===== config.mk =====
export PLATFORM = sky130hd
export DESIGN_NAME = hvsync_generator
export DESIGN_NICKNAME = d
export VERILOG_FILES = /design/src/rtl/hvsync_generator.sv
export SDC_FILE = /design/constraint.sdc
export NUM_CORES = 1
export LEC_CHECK = 0
export CORE_MARGIN = 2
export CORE_UTILIZATION = 44
export CTS_CLUSTER_DIAMETER = 200
export CTS_CLUSTER_SIZE = 20
export DETAILED_ROUTE_END_ITERATION = 10
export PLACE_DENSITY = 0.83
export RECOVER_POWER = 100
export SLEW_MARGIN = 0
export SYNTH_ARGS = -nofsm -noshare
export SYNTH_HDL_FRONTEND = slang
export SYNTH_SLANG_ARGS = --single-unit

===== constraint.sdc =====
create_clock -name clk -period 1.88 [get_ports clk]
set_clock_uncertainty 0.05 [all_clocks]
set_input_delay 0.564 -clock clk [delete_from_list [all_inputs] [get_ports clk]]
set_output_delay 0.564 -clock clk [all_outputs]
set_load 0.01 [all_outputs]

===== src/rtl/hvsync_generator.sv =====
// rtl/hvsync_generator.sv - raster timing generator: beam position, registered syncs, display enable
// The beam counters wrap per line/frame; syncs are registered from the current counters, so they lag by one clock.
module hvsync_generator #(
    parameter int H_DISPLAY = 256,
    parameter int H_BACK    = 23,
    parameter int H_FRONT   = 7,
    parameter int H_SYNC    = 23,
    parameter int V_DISPLAY = 240,
    parameter int V_TOP     = 5,
    parameter int V_BOTTOM  = 14,
    parameter int V_SYNC    = 3
) (
    input  logic       clk,
    input  logic       reset,
    output logic       hsync,
    output logic       vsync,
    output logic       display_on,
    output logic [8:0] hpos,
    output logic [8:0] vpos
);

    localparam logic [8:0] H_DISP_W     = 9'(H_DISPLAY);
    localparam logic [8:0] H_SYNC_START = 9'(H_DISPLAY + H_FRONT);
    localparam logic [8:0] H_SYNC_END   = 9'(H_DISPLAY + H_FRONT + H_SYNC - 1);
    localparam logic [8:0] H_MAX        = 9'(H_DISPLAY + H_BACK + H_FRONT + H_SYNC - 1);
    localparam logic [8:0] V_DISP_W     = 9'(V_DISPLAY);
    localparam logic [8:0] V_SYNC_START = 9'(V_DISPLAY + V_BOTTOM);
    localparam logic [8:0] V_SYNC_END   = 9'(V_DISPLAY + V_BOTTOM + V_SYNC - 1);
    localparam logic [8:0] V_MAX        = 9'(V_DISPLAY + V_TOP + V_BOTTOM + V_SYNC - 1);

    logic [8:0] hpos_q, hpos_d;
    logic [8:0] vpos_q, vpos_d;
    logic       hsync_q, hsync_d;
    logic       vsync_q, vsync_d;
    logic       line_end;
    logic       frame_end;

    always_comb begin
        line_end  = (hpos_q == H_MAX);
        frame_end = (vpos_q == V_MAX);
        hpos_d    = line_end ? 9'd0 : hpos_q + 9'd1;
        vpos_d    = vpos_q;
        if (line_end) begin
            vpos_d = frame_end ? 9'd0 : vpos_q + 9'd1;
        end
        // Decoded from the present position, so the registered syncs trail the counters by one clock.
        hsync_d = (hpos_q >= H_SYNC_START) && (hpos_q <= H_SYNC_END);
        vsync_d = (vpos_q >= V_SYNC_START) && (vpos_q <= V_SYNC_END);
    end

    always_ff @(posedge clk or negedge reset) begin
        if (!reset) begin
            hpos_q  <= 9'd0;
            vpos_q  <= 9'd0;
            hsync_q <= 1'b0;
            vsync_q <= 1'b0;
        end else begin
            hpos_q  <= hpos_d;
            vpos_q  <= vpos_d;
            hsync_q <= hsync_d;
            vsync_q <= vsync_d;
        end
    end

    assign hpos       = hpos_q;
    assign vpos       = vpos_q;
    assign hsync      = hsync_q;
    assign vsync      = vsync_q;
    assign display_on = (hpos_q < H_DISP_W) && (vpos_q < V_DISP_W);

endmodule


==> impl_metrics.tcl, run 1 <==
set metrics [dict create \
    status "completed" \
    fp.coreArea_um2 2210 \
    die_w_um 52.5 \
    synth_nets 109 \
    fill_cells 186 \
    cts_sinks 20 \
    crit_path_end_kind "output pin" \
    grt_overflow 0 \
    synthCells 101 \
    fp.dieH_um 52.5 \
    required_ns 1.27 \
    p_sw_share_pct 19.9 \
    synthesis.area_um2 1040 \
    tns_ns 0 \
    p_leak_nw 0.675 \
    drt-vias-per-instance 5.37 \
    holdCritPathClass "register to register" \
    worst_pin_slew_ns 0.436 \
    ant_nets 0 \
    fmax_mhz 549 \
    syn_to_final_growth_pct 41.9 \
    maxCapViolations 0 \
    gp_congestion 0.873 \
    place_area_um2 1430 \
    path_clk_slew_ns 0.11 \
    yosysSeqAreaShare_pct 48.3 \
    cp_top_family "buffers and inverters" \
    routed_wl_um 2330 \
    synth_edf_count 0 \
    grt_pass1_wl_um 4000 \
    r2r_cells 6 \
    start_util_pct 46.8 \
    finalInstanceArea_um2 1470 \
    hold_violations 0 \
    cp-start-kind "register" \
    wl_per_cell_um 13.1 \
    post-route-min-period_ns 1.82 \
    final_common_cell "dfrtp_1" \
    slew_headroom_pct 70.2 \
    cts_buffers 3 \
    grt_start_max_net_pins 21 \
    worstPathArrival_ns 1.21 \
    switchingPower_w 0.000137 \
    cts_htree_levels 1 \
    antenna_found_initial 0 \
    p_seq_share_pct 62.5 \
    hold_slack_ns 0.515 \
    rsz0062_at_grt "no" \
    intPower_w 0.000551 \
    p_per_area_nw_per_um2 468 \
    port_buffers 22 \
    grt_pass1_vias 959 \
    critPathSlowestCell "clkdlybuf4s50_1" \
    cts.path.max_buffers 2 \
    clockPowerShare_pct 36.0 \
    yosysWarningCount 0 \
    fin_nets 159 \
    diodes 0 \
    cp_num_cells 1 \
    path_max_fanout 2 \
    firstDrtPassIters 4 \
    async_flop_share_pct 100 \
    drt_iter0_markers 24 \
    pin_count 23 \
    final-setup-viol-count 0 \
    track_usage_pct 19.8 \
    drc 0 \
    drive_above_1_share_pct 21.3 \
    power_frac_comb_pct 1.5 \
    crit_chain "clkdlybuf4s50_1" \
    cp_slowest_stage_delay_ns 0.53 \
    ctsHoldBuffers 0 \
    setup_slack_ns 0.0597 \
    ys.flop_type "dfrtp_1" \
    insertion_delay_ns 0.30 \
    final_cell_mix "dfrtp_1 (17), buf_4 (14), nor2_1 (13)" \
    dpl.hpwl_um 1740 \
    yosysUniqueCellTypes 29 \
    cts_root_buf "clkbuf_4" \
    rows 17 \
    critical_path_class "register to output pin" \
    ys_seq_elements 20 \
    syn_area_per_cell_um2 10.3 \
    vdd_drop_max_uv 346 \
    cts_tree "built" \
    num_vias 956 \
    dieArea_um2 2760 \
    dp_worst_setup_slack_ns 0.00651 \
    holdPathStages 1 \
    post-route-period-util_pct 96.8 \
    worst-path-buf-inv 1 \
    slew_viol_final 0 \
]
[metrics by stage]
step / power [W] / util, % / cells
finish: 0.000688 / 66.5 / 178
global route: 0.000717 / 66.5 / 178
detailed placement: 0.000450 / 64.4 / 168
floorplan: 0.000438 / - / 101
CTS: 0.000691 / 67.1 / 177
global placement: 0.000450 / 64.4 / 168
[power by group through the flow]
stage / logic, W / registers, W / clock network (W)
finish: 0.0000105 / 0.000430 / 0.000248
global route: 0.0000129 / 0.000430 / 0.000274
CTS: 0.0000118 / 0.000430 / 0.000250
detailed placement: 0.0000117 / 0.000438 / 0
global placement: 0.0000116 / 0.000438 / 0
floorplan: 0.000000000180 / 0.000438 / 0
[final timing paths]
| path | to | slack (ns) | startpoint |
|---|---|---|---|
| max | hpos[2] | 0.06 | hpos[2] |
| min | hsync | 0.52 | hpos[5] |
| max reg2reg | vpos[5] | 0.07 | hpos[7] |
| min reg2reg | hsync | 0.52 | hpos[5] |
| max in group asynchronous | hpos[3] | 0.97 | reset |
| min in group asynchronous | vpos[1] | 0.59 | reset |
[cell usage after synthesis, types with 3 or more instances]
cell type,count,area (um^2)
dfrtp_1,20,500
nor2_1,13,48.8
xnor2_1,9,78.8
ha_1,6,75.1
inv_1,5,18.8
nand2_1,5,18.8
nand3_1,5,25.0
nand4_1,5,31.3
xor2_1,4,35.0
and3_1,3,18.8
nor3_1,3,15.0
nor4_1,3,18.8
[layout make-up]
class | count | area [um^2] | share of cell area (%)
multi-input cells | 74 | 517 | 35.1
flip-flops and latches | 20 | 504 | 34.3
repair buffers | 47 | 359 | 24.4
clock buffers | 4 | 36.3 | 2.47
well taps | 28 | 35.0 | 2.38
inverters | 5 | 18.8 | 1.28
[registers in the layout (all words and copies together) (netlist names)]
signal	cells
vpos	9
hsync	1
vsync	1
hpos	9
[per-layer routing]
metal	share of wire [%]	track usage [%]	up-vias
li1	-	-	458
met1	44	25.2	472
met2	51	32.1	19
met3	3.0	3.14	7
met4	2.1	10.7	0
met5	0	0	-
[cells by family after synthesis]
family / count (synthesis) / share of synthesized area (%)
and+or+nand+nor: 46 / 24.4
xor gates and xnor gates: 13 / 11.0
muxes: 1 / 0.966
AOI/OAI and AO/OA: 8 / 5.43
DFF: 20 / 48.3
buffers and inverters: 7 / 2.66
adders and majority gates: 6 / 7.25
[timing repair]
| item | CTS | global route |
|---|---|---|
| setup endpoints to repair | 17 | 5 |
| endpoints found under the hold margin | 0 | 0 |
| buffers inserted | 5 | 1 |
| gates resized for setup | 18 | 3 |
No activity file was read; power rests on OpenSTA's default activity.
==> run 2: changes to the inputs <==
--- a/config.mk
+++ b/config.mk
@@ -5,12 +5,12 @@
 export SDC_FILE = /design/constraint.sdc
 export NUM_CORES = 1
 export LEC_CHECK = 0
+export CAP_MARGIN = 40
 export CORE_MARGIN = 2
 export CORE_UTILIZATION = 44
-export CTS_CLUSTER_DIAMETER = 200
 export CTS_CLUSTER_SIZE = 20
 export DETAILED_ROUTE_END_ITERATION = 10
-export PLACE_DENSITY = 0.83
+export PLACE_DENSITY = 0.74
 export RECOVER_POWER = 100
 export SLEW_MARGIN = 0
 export SYNTH_ARGS = -nofsm -noshare
==> run 2 against run 1 <==
Against the previous run: sequential power hardly changed; sequential share of layout area fell by 0.85 points; clock power decreased by 20%; via count is 0.10% lower; setup slack lost 0.0093 ns; worst hold slack better by 0.0020 ns; global-route usage up 0.90 points; critical path type unchanged; critical endpoint is now hpos[3]; largest cell class unchanged; highest routed layer unchanged.
==> impl_metrics.tcl, run 2 (synthesized netlist as in run 1, its figures left out) <==
set metrics [dict create \
    fin_nets 161 \
    grt_overflow 0 \
    port_buffers 22 \
    dieArea_um2 2760 \
    post-route-min-period_ns 1.83 \
    drt-vias-per-instance 5.34 \
    rsz0062_at_grt "no" \
    worst-path-buf-inv 1 \
    holdCritPathClass "register to register" \
    final_cell_mix "buf_4 (26), dfrtp_1 (17), nor2_1 (13)" \
    cp-start-kind "register" \
    track_usage_pct 20.7 \
    cts.path.max_buffers 2 \
    path_max_fanout 2 \
    hold_violations 0 \
    p_per_area_nw_per_um2 424 \
    antenna_found_initial 0 \
    cts_root_buf "clkbuf_4" \
    fp.dieH_um 52.5 \
    critPathSlowestCell "clkdlybuf4s50_1" \
    gp_congestion 0.842 \
    grt_start_max_net_pins 21 \
    wl_per_cell_um 13.9 \
    cp_slowest_stage_delay_ns 0.54 \
    vdd_drop_max_uv 380 \
    post-route-util_pct 68.2 \
    worstPathArrival_ns 1.22 \
    dp_worst_setup_slack_ns -0.0195 \
    cts_htree_levels 1 \
    die_w_um 52.5 \
    routed_wl_um 2480 \
    p_leak_nw 0.709 \
    slew_headroom_pct 77.5 \
    post-route-period-util_pct 97.3 \
    fmax_mhz 547 \
    syn_to_final_growth_pct 45.5 \
    critical_path_class "register to output pin" \
    pin_count 23 \
    ant_nets 0 \
    cp_top_family "buffers and inverters" \
    grt_pass1_wl_um 4240 \
    crit_chain "clkdlybuf4s50_1" \
    required_ns 1.27 \
    dpl.hpwl_um 1760 \
    num_vias 955 \
    insertion_delay_ns 0.30 \
    final_common_cell "buf_4" \
    maxCapViolations 0 \
    ctsHoldBuffers 0 \
    drt_iter0_markers 7 \
    firstDrtPassIters 4 \
    fp.coreArea_um2 2210 \
    tns_ns 0 \
    path_clk_slew_ns 0.11 \
    setup_slack_ns 0.0504 \
    multiInputGateArea_um2 526 \
    drc 0 \
    rows 17 \
    regArea_um2 504 \
    fill_cells 194 \
    final-setup-viol-count 0 \
    hold_slack_ns 0.517 \
    crit_path_end_kind "output pin" \
    cts_sinks 20 \
    worst_pin_slew_ns 0.329 \
    power_w 0.000640 \
    slew_viol_final 0 \
    grt_pass1_vias 949 \
    cts_tree "built" \
    drive_above_1_share_pct 25.8 \
    cts_buffers 3 \
    diodes 0 \
    start_util_pct 46.8 \
    status "completed" \
]
run 2: timing repair:
item	in CTS	in global routing
endpoints found under the hold margin	0	0
pin swaps	0	0
buffers inserted	6	2
endpoints found under the setup margin	16	3
resized for setup	17	4
run 2: path summary, 6_finish.rpt:
check / start / endpoint / slack, ns / cells after the start
min in group asynchronous: reset / vpos[0] / 0.62 / 2
hold reg to reg: vpos[6] / vpos[6] / 0.52 / 2
setup / recovery: hpos[3] / hpos[3] / 0.05 / 1
hold / removal: vpos[6] / vpos[6] / 0.52 / 2
max in group asynchronous: reset / vpos[3] / 0.93 / 2
setup reg to reg: hpos[7] / vpos[8] / 0.06 / 4
run 2: final cells by class:
class	count	area share, %
clock buffer	3	1.49
inverter	5	1.24
multi-input combinational	74	34.9
sequential	20	33.4
tap	28	2.32
timing repair buffer	49	26.6
run 2: through the flow:
step	std cells	instance area, um^2
3_5_place_dp	168	1430
4_1_cts	177	1480
5_1_grt	179	1510
6_report	179	1510
3_3_place_gp	168	1430
2_1_floorplan	101	1040
run 2: metal layers:
layer	GRT usage (%)	share of wire, %
met3	3.43	4.7
met5	0	0
met1	24.9	42
met4	6.41	0.89
met2	37.3	52
run 2: power by group:
part	leakage (nW)	switching, W	internal, W
Combinational	0.435	0.00000855	0.00000277
Sequential	0.260	0	0.000430
Clock	0.0138	0.000124	0.0000747
==> run 3: changes to the inputs <==
--- a/config.mk
+++ b/config.mk
@@ -7,10 +7,12 @@
 export LEC_CHECK = 0
 export CAP_MARGIN = 40
 export CORE_MARGIN = 2
-export CORE_UTILIZATION = 44
+export CORE_UTILIZATION = 46
+export CTS_BUF_LIST = sky130_fd_sc_hd__clkbuf_4 sky130_fd_sc_hd__clkbuf_8
 export CTS_CLUSTER_SIZE = 20
 export DETAILED_ROUTE_END_ITERATION = 10
-export PLACE_DENSITY = 0.74
+export GPL_TIMING_DRIVEN = 0
+export PLACE_DENSITY = 0.77
 export RECOVER_POWER = 100
 export SLEW_MARGIN = 0
 export SYNTH_ARGS = -nofsm -noshare
==> run 3 against run 2 <==
Against the previous run: worst hold slack worse by 0.099 ns; via count rose by 4.4%; clock power up 25%; sequential power about the same; design area rose by 4.4%; first-iteration DRC count rose to 6.0 times the previous value; non-clock buffer count up 2; routed wire length rose by 10%; sequential cell count stayed put; critical path depth up 3; final cell count up 1.7%; setup slack lost 0.035 ns; highest routed layer unchanged.
==> impl_metrics.tcl, run 3 (synthesized netlist as in run 1, its figures left out) <==
set metrics [dict create \
    dpl.hpwl_um 1550 \
    drc 0 \
    wl_per_cell_um 15.0 \
    rows 17 \
    cts_tree "built" \
    slew_headroom_pct 44.8 \
    dieArea_um2 2650 \
    gp_congestion 0.805 \
    path_clk_slew_ns 0.11 \
    pin_count 23 \
    drive_above_1_share_pct 30.5 \
    cp-start-kind "register" \
    grt_start_max_net_pins 20 \
    insertion_delay_ns 0.30 \
    num_vias 997 \
    crit_chain "or3b_4, or3_4, or3_1, a21oi_1" \
    hold_violations 0 \
    port_buffers 22 \
    drt-vias-per-instance 5.48 \
    worst_pin_slew_ns 0.828 \
    routed_wl_um 2730 \
    cp_slowest_stage_delay_ns 0.45 \
    p_per_area_nw_per_um2 438 \
    track_usage_pct 22.1 \
    holdCritPathClass "input pin to async pin" \
    rsz0062_at_grt "yes" \
    fmax_mhz 536 \
    fill_cells 162 \
    cts_buffers 3 \
    grt_pass1_vias 928 \
    drt_iter0_markers 42 \
    die_w_um 51.5 \
    regArea_um2 509 \
    fin_nets 163 \
    post-route-min-period_ns 1.86 \
    slew_viol_final 0 \
    final_common_cell "buf_4" \
    cts_htree_levels 1 \
    cts_root_buf "clkbuf_4" \
    firstDrtPassIters 4 \
    worstPathArrival_ns 2.05 \
    crit_path_end_kind "register" \
    cts_sinks 20 \
    required_ns 2.07 \
    final_cell_mix "buf_4 (26), nor2_1 (13), dfrtp_1 (13)" \
    multiInputGateArea_um2 538 \
    path_max_fanout 6 \
    fp.dieH_um 51.5 \
    final-setup-viol-count 0 \
    cts.path.max_buffers 2 \
    p_leak_nw 0.785 \
    maxCapViolations 0 \
    vdd_drop_max_uv 301 \
    critPathSlowestCell "or3b_4" \
    syn_to_final_growth_pct 51.9 \
    status "completed" \
    post-route-period-util_pct 99.2 \
    start_util_pct 47.8 \
    dp_worst_setup_slack_ns -0.171 \
    ant_nets 0 \
    setup_slack_ns 0.0152 \
    critical_path_class "register to register" \
    antenna_found_initial 0 \
    grt_pass1_wl_um 4320 \
    diodes 0 \
    grt_overflow 0 \
    fp.coreArea_um2 2170 \
    tns_ns 0 \
]
==> run 3: cell types whose count changed in the layout (fill, tap and decap cells not counted), moves of 4 or more <==
| cell | before | now |
|---|---|---|
| dfrtp_2 | 3 | 7 |
| dlymetal6s2s_1 | 0 | 4 |
| clkdlybuf4s25_1 | 0 | 4 |
| clkdlybuf4s50_1 | 10 | 6 |
| dlygate4sd2_1 | 10 | 6 |
| dfrtp_1 | 17 | 13 |
==> run 3: worst paths after layout <==
kind,start,end,slack (ns),cells after the start
min in group clk,vpos[7],vpos[7],0.49,1
max in group asynchronous,reset,hpos[3],0.26,2
worst max register to register,hpos[7],vpos[8],0.02,4
worst min-delay path,reset,hpos[7],0.42,1
worst max-delay path,hpos[7],vpos[8],0.02,4
worst min register to register,vpos[7],vpos[7],0.49,1
==> run 3: metal layers <==
metal / up-vias / share of wire (%) / global-route usage [%]
met1: 500 / 44 / 28.5
met3: 6 / 3.0 / 2.63
met5: - / 0 / 0
met2: 25 / 51 / 36.5
li1: 466 / - / -
met4: 0 / 2.1 / 10.5
==> run 3: what timing repair did <==
| action | in CTS | in global routing |
|---|---|---|
| hold buffers | 0 | 0 |
| resized for setup | 22 | 9 |
| pin swaps | 1 | 0 |
| setup endpoints to repair | 27 | 11 |
| setup buffers | 20 | 7 |
| cloned | 0 | 0 |
==> run 3: through the flow <==
stage / area, um^2 / hold slack [ns] / util, % / power [W] / cells
after floorplan: 1040 / 0.218 / - / 0.000438 / 101
after global placement: 1290 / 0.451 / 59.5 / 0.000449 / 151
after detailed placement: 1310 / 0.463 / 60.2 / 0.000452 / 152
after CTS: 1510 / 0.369 / 69.6 / 0.000696 / 175
after global routing: 1570 / 0.405 / 72.5 / 0.000724 / 182
final: 1570 / 0.418 / 72.5 / 0.000690 / 182
==> run 3: final cells by class <==
cell class | instances | area share, %
Clock buffer | 4 | 2.31
Multi-Input combinational cell | 74 | 34.2
Timing Repair Buffer | 50 | 27.5
Tap cell | 28 | 2.23
Buffer | 1 | 0.238
Inverter | 5 | 1.19
Sequential cell | 20 | 32.4
==> run 3: worst max-delay path, delay by kind of cell, from the launching register on <==
family           cells  cell delay [ns]
flip-flops           1             0.42
AND/OR/NAND/NOR      3             1.19
AO/OA/AOI/OAI        1             0.15
==> run 3: where the power goes <==
group	switching (W)	total (W)	internal, W
Combinational	0.00000801	0.0000111	0.00000311
Sequential	0	0.000430	0.000430
Clock	0.000130	0.000249	0.000118
